[config.mk]
export PLATFORM = sky130hd
export DESIGN_NAME = fetch_sequencer
export DESIGN_NICKNAME = d
export VERILOG_FILES = /design/src/rtl/fetch_sequencer.sv
export SDC_FILE = /design/constraint.sdc
export NUM_CORES = 1
export LEC_CHECK = 0
export BUFFER_PORTS_ARGS = -buffer_cell sky130_fd_sc_hd__buf_2
export CORE_MARGIN = 3
export CORE_UTILIZATION = 35
export CTS_CLUSTER_SIZE = 14
export DETAILED_ROUTE_END_ITERATION = 8
export GPL_TIMING_DRIVEN = 0
export HOLD_SLACK_MARGIN = 0.12
export RECOVER_POWER = 25
export SETUP_SLACK_MARGIN = 0.15
export SLEW_MARGIN = 20
export SYNTH_ARGS = -nofsm -noshare
export SYNTH_HDL_FRONTEND = slang
export SYNTH_SLANG_ARGS = --single-unit
[constraint.sdc]
create_clock -name CLK -period 4.1 [get_ports CLK]
set_clock_uncertainty 0.1 [all_clocks]
set_input_delay 0.615 -clock CLK [delete_from_list [all_inputs] [get_ports CLK]]
set_output_delay 0.615 -clock CLK [all_outputs]
set_load 0.05 [all_outputs]
[src/rtl/fetch_sequencer.sv]
// fetch_sequencer: front-end fetch controller that owns the fetch PC, issues
// credit-limited instruction reads and delivers {pc, instr} to the fetch register.
//
// Ports:
//   CLK, RSTn            clock (rising edge) and synchronous active-low reset
//   imem_req_*, imem_addr     read request channel to instruction memory
//   imem_rsp_*                in-order read data returned from memory
//   instr_readout, pc_in, isInstrReadOut   queue head presented to the fetch register
//   instrFifo_full            downstream backpressure
//   redirect_valid/_pc        flush and restart fetch at a new PC
//   perf_req_cnt, perf_kill_cnt   accepted requests / dropped responses
//                                 (present only with FETCH_PERF_CNT_EN defined)
module fetch_sequencer #(
    parameter logic [63:0] RESET_PC = 64'h0000_0000_8000_0000,
    parameter int          MAX_OUTS = 2
) (
    input  logic        CLK,
    input  logic        RSTn,
    output logic        imem_req_valid,
    input  logic        imem_req_ready,
    output logic [63:0] imem_addr,
    input  logic        imem_rsp_valid,
    input  logic [31:0] imem_rsp_data,
    output logic [31:0] instr_readout,
    output logic [63:0] pc_in,
    output logic        isInstrReadOut,
    input  logic        instrFifo_full,
    input  logic        redirect_valid,
    input  logic [63:0] redirect_pc
`ifdef FETCH_PERF_CNT_EN
    ,
    output logic [31:0] perf_req_cnt,
    output logic [31:0] perf_kill_cnt
`endif
);
    localparam int PW = $clog2(MAX_OUTS);
    localparam int CW = PW + 1;

    typedef enum logic [1:0] {BOOT, FETCH, FLUSH} state_t;

    state_t        state, state_nx;
    logic [63:0]   fetch_pc;
    logic [CW-1:0] inflight, inflight_nx, kill, kill_nx, q_count;
    logic [PW-1:0] t_wr, t_rd, q_wr, q_rd;
    logic [63:0]   tag_pc [MAX_OUTS];
    logic [63:0]   q_pc   [MAX_OUTS];
    logic [31:0]   q_data [MAX_OUTS];
    logic          req_fire, rsp_keep, pop;

    // A request needs a credit: every in-flight read must have a queue slot waiting.
    assign imem_req_valid = (state == FETCH) &&
                            (({1'b0, inflight} + {1'b0, q_count}) < (CW+1)'(MAX_OUTS));
    assign imem_addr      = fetch_pc;
    assign req_fire       = imem_req_valid & imem_req_ready;
    assign isInstrReadOut = (q_count != '0) & ~instrFifo_full & ~redirect_valid;
    assign pop            = isInstrReadOut;
    // Responses are dropped in the redirect cycle and while wrong-path reads drain.
    assign rsp_keep       = imem_rsp_valid & ~redirect_valid & (kill == '0);
    assign instr_readout  = (q_count != '0) ? q_data[q_rd] : 32'd0;
    assign pc_in          = (q_count != '0) ? q_pc[q_rd] : 64'd0;

    always_comb begin
        inflight_nx = inflight + CW'(req_fire) - CW'(imem_rsp_valid);
        // On redirect every read still outstanding after this cycle is wrong-path.
        kill_nx     = redirect_valid ? inflight_nx
                                     : kill - CW'(imem_rsp_valid && (kill != '0));
        state_nx    = redirect_valid ? ((inflight_nx != '0) ? FLUSH : FETCH)
                    : (state == BOOT || (state == FLUSH && kill_nx == '0)) ? FETCH
                    : state;
    end

    always_ff @(posedge CLK) begin
        if (!RSTn) begin
            state    <= BOOT;
            fetch_pc <= RESET_PC;
            inflight <= '0;
            kill     <= '0;
            q_count  <= '0;
            t_wr     <= '0;
            t_rd     <= '0;
            q_wr     <= '0;
            q_rd     <= '0;
        end else begin
            state    <= state_nx;
            inflight <= inflight_nx;
            kill     <= kill_nx;
            fetch_pc <= redirect_valid ? (redirect_pc & ~64'd3)
                      : req_fire ? fetch_pc + 64'd4 : fetch_pc;
            t_wr     <= t_wr + PW'(req_fire);
            // The tag FIFO mirrors every outstanding read, killed or not.
            t_rd     <= t_rd + PW'(imem_rsp_valid);
            if (redirect_valid) begin
                q_count <= '0;
                q_wr    <= '0;
                q_rd    <= '0;
            end else begin
                q_count <= q_count + CW'(rsp_keep) - CW'(pop);
                q_wr    <= q_wr + PW'(rsp_keep);
                q_rd    <= q_rd + PW'(pop);
            end
        end
    end

    always_ff @(posedge CLK) begin
        if (req_fire)
            tag_pc[t_wr] <= fetch_pc;
        if (rsp_keep) begin
            q_pc[q_wr]   <= tag_pc[t_rd];
            q_data[q_wr] <= imem_rsp_data;
        end
    end

`ifdef FETCH_PERF_CNT_EN
    always_ff @(posedge CLK) begin
        if (!RSTn) begin
            perf_req_cnt  <= '0;
            perf_kill_cnt <= '0;
        end else begin
            perf_req_cnt  <= perf_req_cnt + 32'(req_fire);
            perf_kill_cnt <= perf_kill_cnt + 32'(imem_rsp_valid & ~rsp_keep);
        end
    end
`endif
endmodule

==> impl_metrics.yaml, run 1 <==
run_status:
  status: "completed"
synthesis:
  netlist.area_leader.share: 0.586
  most_instantiated_cells_after_synthesis: "sky130_fd_sc_hd__edfxtp_1, sky130_fd_sc_hd__nor2_1, sky130_fd_sc_hd__mux2i_1"
  synthesis.instances: 1152
  synth-edff-count: 312
  netlist-cell-type-count: 57
  post_synth_instance_area_um2: 16000
  yosys-top-cells-area: "sky130_fd_sc_hd__edfxtp_1, sky130_fd_sc_hd__dfxtp_1, sky130_fd_sc_hd__mux2i_1, sky130_fd_sc_hd__mux2_2, sky130_fd_sc_hd__nor2_1"
  synth_top_cell_by_area: "sky130_fd_sc_hd__edfxtp_1"
  synth_most_common_cell: "sky130_fd_sc_hd__edfxtp_1"
  synth-seq-area-share: 0.680
  synth-warning-count: 0
  synth.ff_latch_count: 387
  syn_avg_cell_area_um2: 13.9
  synthArstFlopShare: 0
  ys.flop_type: "sky130_fd_sc_hd__edfxtp_1"
sta:
  holdWs_ps: 156
  fmaxAchievable_mhz: 266
  rsz0062_at_grt: "no"
  number_of_max_slew_violations_in_the_final_report: 0
  final_hold_viol_count: 0
  tightestPinTransition_ps: 1080
  max-slew-margin-rel: 0.272
  totalNegativeSetupSlack_ps: 0
  fin_crit_ps: 3760
  final.period_utilization: 0.918
  total_of_endpoints_with_negative_setup_slack_in_the_final_report: 0
detailed_routing:
  drt_pre_antenna_iters: 5
  routed_wire_per_std_cell_um: 21.4
  drt_drc_violations_left: 0
  route.vias.total: 10700
  drt-initial-drc-count: 887
  avgViaCountPerCell: 5.09
  route.final.wire_length_mm: 44.8
  final_antenna_net_count: 0
clock_network:
  cts.sink_count: 387
  max-clock-path-buffers: 3
  tritoncts: "done"
  cts_max_level: 2
  cts.root.buffer_cell: "sky130_fd_sc_hd__clkbuf_16"
  post_cts.repair.setup_buffers: 0
  clk_latency_worst_skew_pair_ps: 560
  cts_clk_pin_slew_worst_paths_ps: 60
  cts-buffers-inserted: 42
power:
  switching_share: 0.256
  pwr-share-clk: 0.391
  power.static_leakage_nw: 7.00
  peakVddDrop_v: 0.000291
  share_comb_of_total_power: 0.114
  cellInternalPower_w: 0.00701
  switchingPower_w: 0.00241
  power_density_nw_per_um2: 479
  share_seq_of_total_power: 0.495
critical_path:
  endpoint_kind: "output port"
  critical-path-top-delay-family: "buffers and inverters"
  setup.worst_path.class: "reg -> out"
  critical_path_arrival_ps: 3050
  critical_path_buf_inv_count: 2
  worst_path_cell_chain: "and2_1 -> fa_1 -> nor4b_4 -> clkbuf_1 -> buf_2"
  cp.required_ps: 3380
  worst_path_largest_cell_delay_ps: 600
  critical_path.slowest_cell: "sky130_fd_sc_hd__clkbuf_1"
  critPathLaunchType: "register"
  critical_path_peak_fanout: 10
global_routing:
  globalRouteOverflowTotal: 0
  antenna_found_initial: 7
  pin_count_of_the_biggest_net_entering_global_routing: 49
  grtUsageTotal: 0.182
  grt_pass1_wl_mm: 65.3
  grt_pass1_vias: 10500
die:
  design.core.area_um2: 44700
  pin_count: 264
  floorplan.die.height_um: 220
  die-width_um: 220
  die_area_um2: 48300
  fp-row-count: 77
  initial_utilization: 0.357
finish:
  final_core_utilization: 0.439
  area_delta_synth_final_pct: 22.9
  final_nets: 1583
  finish.instance_area_um2: 19600
  final_layout_size_suffix_gt1_frac: 0.245
place:
  globalplace.congestion: 0.872
  dp_hpwl_mm: 32.3
  port_buffers: 256
  dpl-instance-area_um2: 18200
min_path:
  min-delay-path-class: "in -> reg"
job:
  drv.max_cap_violation_count: 0
[stage by stage]
step / total power [W] / worst slack (ps) / std cells
2_1_floorplan: 0.00542 / -359 / 1155
3_3_place_gp: 0.00579 / -2840 / 2003
3_5_place_dp: 0.00582 / 126 / 2009
4_1_cts: 0.00952 / 267 / 2096
5_1_grt: 0.00977 / 162 / 2096
6_report: 0.00941 / 337 / 2097
[layout make-up]
| cell class | instances | area (um2) |
|---|---|---|
| fill | 4112 | 25100 |
| sequential | 387 | 10900 |
| multi-input combinational | 688 | 4850 |
| timing repair buffer | 271 | 1480 |
| clock buffer | 59 | 1200 |
| tap | 592 | 741 |
| buffer | 68 | 304 |
| clock inverter | 19 | 146 |
| inverter | 12 | 45.0 |
| antenna | 1 | 2.50 |
[worst reg2reg max path, cell delays in order, from the launching register on]
cell                       delay (ps)
sky130_fd_sc_hd__dfxtp_1          360
sky130_fd_sc_hd__and2_1           150
sky130_fd_sc_hd__fa_1             460
sky130_fd_sc_hd__nor4b_4          520
sky130_fd_sc_hd__clkbuf_1         610
sky130_fd_sc_hd__nand4_1          370
sky130_fd_sc_hd__nor4_1           450
sky130_fd_sc_hd__xnor2_1          180
sky130_fd_sc_hd__a21oi_1           80
[cell families (layout without fill, tap and decap cells)]
| kind of cell | count (synthesis) | after routing | share of synthesized area |
|---|---|---|---|
| compound gates | 117 | 117 | 0.0474 |
| xor+xnor | 41 | 41 | 0.0225 |
| fa+ha+maj | 11 | 11 | 0.00908 |
| buf+inv | 80 | 429 | 0.0203 |
| flops | 387 | 387 | 0.680 |
| mux | 157 | 157 | 0.103 |
| other cells | 1 | 5 | 0.000235 |
| simple gates | 358 | 358 | 0.117 |
[layer usage]
layer,share of wire,GRT usage,vias up
met5,0.0018,0,-
li1,-,-,4968
met1,0.43,0.241,5255
met3,0.071,0.0438,78
met4,0.022,0.0502,12
met2,0.47,0.299,363
[sequential cells by signal, summed over array words and instances, names as in the netlist, 2 cells and up, named ones only]
register	count
q_pc	124
tag_pc	124
q_data	64
imem_addr	62
inflight	2
kill	2
q_count	2
state	2
[power groups by stage]
| stage | sequential [W] | clock (W) | combinational [W] |
|---|---|---|---|
| after CTS | 0.00466 | 0.00377 | 0.00110 |
| final | 0.00466 | 0.00368 | 0.00108 |
| after detailed placement | 0.00474 | 0 | 0.00108 |
| after global placement | 0.00475 | 0 | 0.00104 |
| after global routing | 0.00468 | 0.00394 | 0.00116 |
| after floorplan | 0.00484 | 0 | 0.000587 |
[cells in the final DEF, fill, tap and decap left out, types with 11 or more instances in the layout]
| cell | instances |
|---|---|
| sky130_fd_sc_hd__clkbuf_16 | 45 |
| sky130_fd_sc_hd__nor4_1 | 16 |
| sky130_fd_sc_hd__buf_1 | 11 |
| sky130_fd_sc_hd__a211oi_1 | 11 |
| sky130_fd_sc_hd__a21oi_1 | 19 |
| sky130_fd_sc_hd__nor3_1 | 29 |
| sky130_fd_sc_hd__xnor2_1 | 23 |
| sky130_fd_sc_hd__clkbuf_1 | 89 |
| sky130_fd_sc_hd__o21ai_0 | 48 |
| sky130_fd_sc_hd__mux2_2 | 60 |
| sky130_fd_sc_hd__nand2_1 | 50 |
| sky130_fd_sc_hd__and2_1 | 12 |
| sky130_fd_sc_hd__mux2i_1 | 95 |
| sky130_fd_sc_hd__edfxtp_1 | 312 |
| sky130_fd_sc_hd__inv_1 | 11 |
| sky130_fd_sc_hd__and3_1 | 20 |
| sky130_fd_sc_hd__nand3_1 | 28 |
| sky130_fd_sc_hd__o211a_1 | 11 |
| sky130_fd_sc_hd__xor2_1 | 18 |
| sky130_fd_sc_hd__dfxtp_1 | 75 |
| sky130_fd_sc_hd__and4_1 | 21 |
| sky130_fd_sc_hd__nor2_1 | 118 |
| sky130_fd_sc_hd__nand4_1 | 22 |
| sky130_fd_sc_hd__buf_2 | 225 |
[what timing repair did]
item	in CTS	in global routing
hold endpoints to repair	16	0
gates resized for setup	7	2
hold buffers	9	0
pin swaps	0	0
setup endpoints to repair	44	1
[path summary, 6_finish.rpt]
kind	from	to	slack, ps	cells past startpoint
worst max-delay path	q_count[0]	imem_req_valid	340	5
worst min-delay path	imem_rsp_data[30]	q_data[0][30]	160	1
worst max register to register	q_count[0]	imem_addr[47]	670	8
worst min register to register	imem_addr[40]	tag_pc[0][40]	450	0
Power figures use the tool's default switching activity.
==> run 2: changes to the inputs <==
PLACE_DENSITY_LB_ADDON = 0.08   (was default)
REMOVE_ABC_BUFFERS = 1   (was default)
==> run 2 against run 1 <==
Effect of this change:
- the flow now finishes with violations (capacitance limit, slew limit)
- highest routed layer is now met4
- final area grew 1.4%
- global-route usage is 0.70 points lower
- combinational power about the same
- maximum frequency increased by 0.13%
- sequential power about the same
- setup slack better by 5.0 ps
- clock power up 5%
- critical path depth rose by 2
- wire length shrank 5.3%
- non-clock buffer count is 33 lower
- final cell count fell by 1.4%
==> impl_metrics.yaml, run 2 (synthesis results as in run 1) <==
global_routing:
  grtUsageTotal: 0.175
  globalRouteOverflowTotal: 0
  pin_count_of_the_biggest_net_entering_global_routing: 70
  grt_pass1_wl_mm: 63.8
  antenna_found_initial: 1
  grt_pass1_vias: 10300
place:
  globalplace.congestion: 0.737
  dpl-instance-area_um2: 18200
  dp_hpwl_mm: 28.1
  port_buffers: 257
power:
  power_density_nw_per_um2: 482
  share_seq_of_total_power: 0.486
  switchingPower_w: 0.00240
  pwr-share-clk: 0.402
  cellInternalPower_w: 0.00720
  share_comb_of_total_power: 0.113
  switching_share: 0.250
  power.static_leakage_nw: 7.17
  peakVddDrop_v: 0.000217
sta:
  final_hold_viol_count: 0
  tightestPinTransition_ps: 1630
  total_of_endpoints_with_negative_setup_slack_in_the_final_report: 0
  fin_crit_ps: 3760
  totalNegativeSetupSlack_ps: 0
  rsz0062_at_grt: "no"
  final.period_utilization: 0.917
  number_of_max_slew_violations_in_the_final_report: 61
  max-slew-margin-rel: -0.0850
  fmaxAchievable_mhz: 266
job:
  drv.max_cap_violation_count: 2
critical_path:
  critical_path_peak_fanout: 39
  endpoint_kind: "register"
  reg_to_reg_critical_path_endpoint: "tag_pc[1][38]"
  critical_path_arrival_ps: 3910
  critical_path_buf_inv_count: 2
  cp.required_ps: 4250
  r2r_cells: 7
  critical_path.slowest_cell: "sky130_fd_sc_hd__nor4b_4"
  worst_path_cell_chain: "and2_1 -> fa_1 -> nor4b_4 -> nand2_2 -> clkinv_1 -> ha_4 -> buf_12"
  critPathLaunchType: "register"
  regToRegStartpoint: "q_count[0]"
  worst_path_largest_cell_delay_ps: 690
  setup.worst_path.class: "reg -> reg"
  critical-path-top-delay-family: "simple AND/OR/NAND/NOR gates"
  rrSetupSlack_ps: 340
detailed_routing:
  route.vias.total: 10300
  routed_wire_per_std_cell_um: 20.5
  final_antenna_net_count: 0
  drt-initial-drc-count: 596
  avgViaCountPerCell: 4.99
  route.final.wire_length_mm: 42.5
  drt_pre_antenna_iters: 5
  drt_drc_violations_left: 0
finish:
  largestRegisters: "q_pc (124), tag_pc (124), q_data (64)"
  area_delta_synth_final_pct: 24.6
  layout.cells.most_common: "sky130_fd_sc_hd__edfxtp_1"
  top_library_cells_by_usage_in_the_layout_fill_and_taps_aside: "sky130_fd_sc_hd__edfxtp_1, sky130_fd_sc_hd__buf_2, sky130_fd_sc_hd__nor2_1"
  final_layout_size_suffix_gt1_frac: 0.265
  final_nets: 1552
  finish.instance_area_um2: 19900
min_path:
  hold_path_depth: 2
  min_from: "redirect_pc[12]"
  min-delay-path-class: "in -> reg"
  worst_hold_path.endpoint: "imem_addr[12]"
die:
  floorplan.die.height_um: 220
  initial_utilization: 0.357
  design.core.area_um2: 44700
  pin_count: 264
  die-width_um: 220
  fp-row-count: 77
  die_area_um2: 48300
clock_network:
  cts_clk_pin_slew_worst_paths_ps: 60
  cts.root.buffer_cell: "sky130_fd_sc_hd__clkbuf_16"
  cts-buffers-inserted: 44
  max-clock-path-buffers: 3
  clk_latency_worst_skew_pair_ps: 560
  post_cts.repair.setup_buffers: 0
  tritoncts: "done"
  cts_max_level: 2
  cts.sink_count: 387
  postCtsResizedCells: 0
run_status:
  status: "complete, but fails checks"
  violations_in_the_final_reports: "capacitance limit, slew limit"
[run 2: cell types whose count changed in the layout (fill, tap and decap cells not counted), moves of 4 or more]
cell,change
sky130_fd_sc_hd__buf_1,-11
sky130_fd_sc_hd__dlygate4sd3_1,+22
sky130_fd_sc_hd__clkbuf_1,-54
sky130_fd_sc_hd__buf_16,+4
sky130_fd_sc_hd__buf_12,+4
sky130_fd_sc_hd__buf_2,+11
[run 2: how the worst max path moves through the flow]
stage          startpoint            end  slack (ps)  depth (start not counted)
6_report       q_count[0]  tag_pc[1][38]         340                          7
2_1_floorplan  q_count[1]     q_count[1]       -1780                          8
3_3_place_gp   q_count[1]     q_count[1]       -4990                          8
3_5_place_dp   q_count[0]  tag_pc[1][23]         250                          7
4_1_cts        q_count[0]  tag_pc[1][12]         230                          7
5_1_grt        q_count[0]  tag_pc[1][38]         180                          7
[run 2: power by group through the flow]
| stage | logic (W) | clock network (W) | registers (W) |
|---|---|---|---|
| floorplan | 0.000545 | 0 | 0.00486 |
| finish | 0.00108 | 0.00386 | 0.00466 |
| CTS | 0.00110 | 0.00397 | 0.00466 |
| global placement | 0.00101 | 0 | 0.00478 |
| detailed placement | 0.00108 | 0 | 0.00474 |
| global route | 0.00117 | 0.00415 | 0.00468 |
[run 2: what timing repair did]
action	4_1_cts	5_1_grt
hold buffers	31	0
endpoints found under the setup margin	0	0
hold endpoints to repair	62	0
[run 2: layout make-up]
cell class	count	area, um2
clock buffers	65	1230
flip-flops and latches	387	10900
clock inverters	15	179
inverters	12	47.5
multi-input cells	688	4870
fillers	4126	24800
well taps	592	741
diodes	2	5.00
repair buffers	306	1960
[run 2: per-stage QoR]
stage | power [W] | hold slack [ps] | utilization | worst slack, ps | std cells
floorplan | 0.00540 | 420 | - | -1780 | 1087
global placement | 0.00579 | 414 | 0.397 | -4990 | 1936
detailed placement | 0.00582 | 421 | 0.407 | 247 | 1954
CTS | 0.00974 | 129 | 0.446 | 235 | 2065
global route | 0.0100 | 171 | 0.445 | 181 | 2065
finish | 0.00959 | 189 | 0.445 | 342 | 2067
[run 2: layer usage]
| layer | vias up | global-route usage | routed length [um] |
|---|---|---|---|
| met5 | - | 0 | 0 |
| met4 | 0 | 0.0498 | 792 |
| met3 | 50 | 0.0287 | 2040 |
| met2 | 240 | 0.285 | 20000 |
| met1 | 5100 | 0.243 | 19600 |
| li1 | 4928 | - | - |
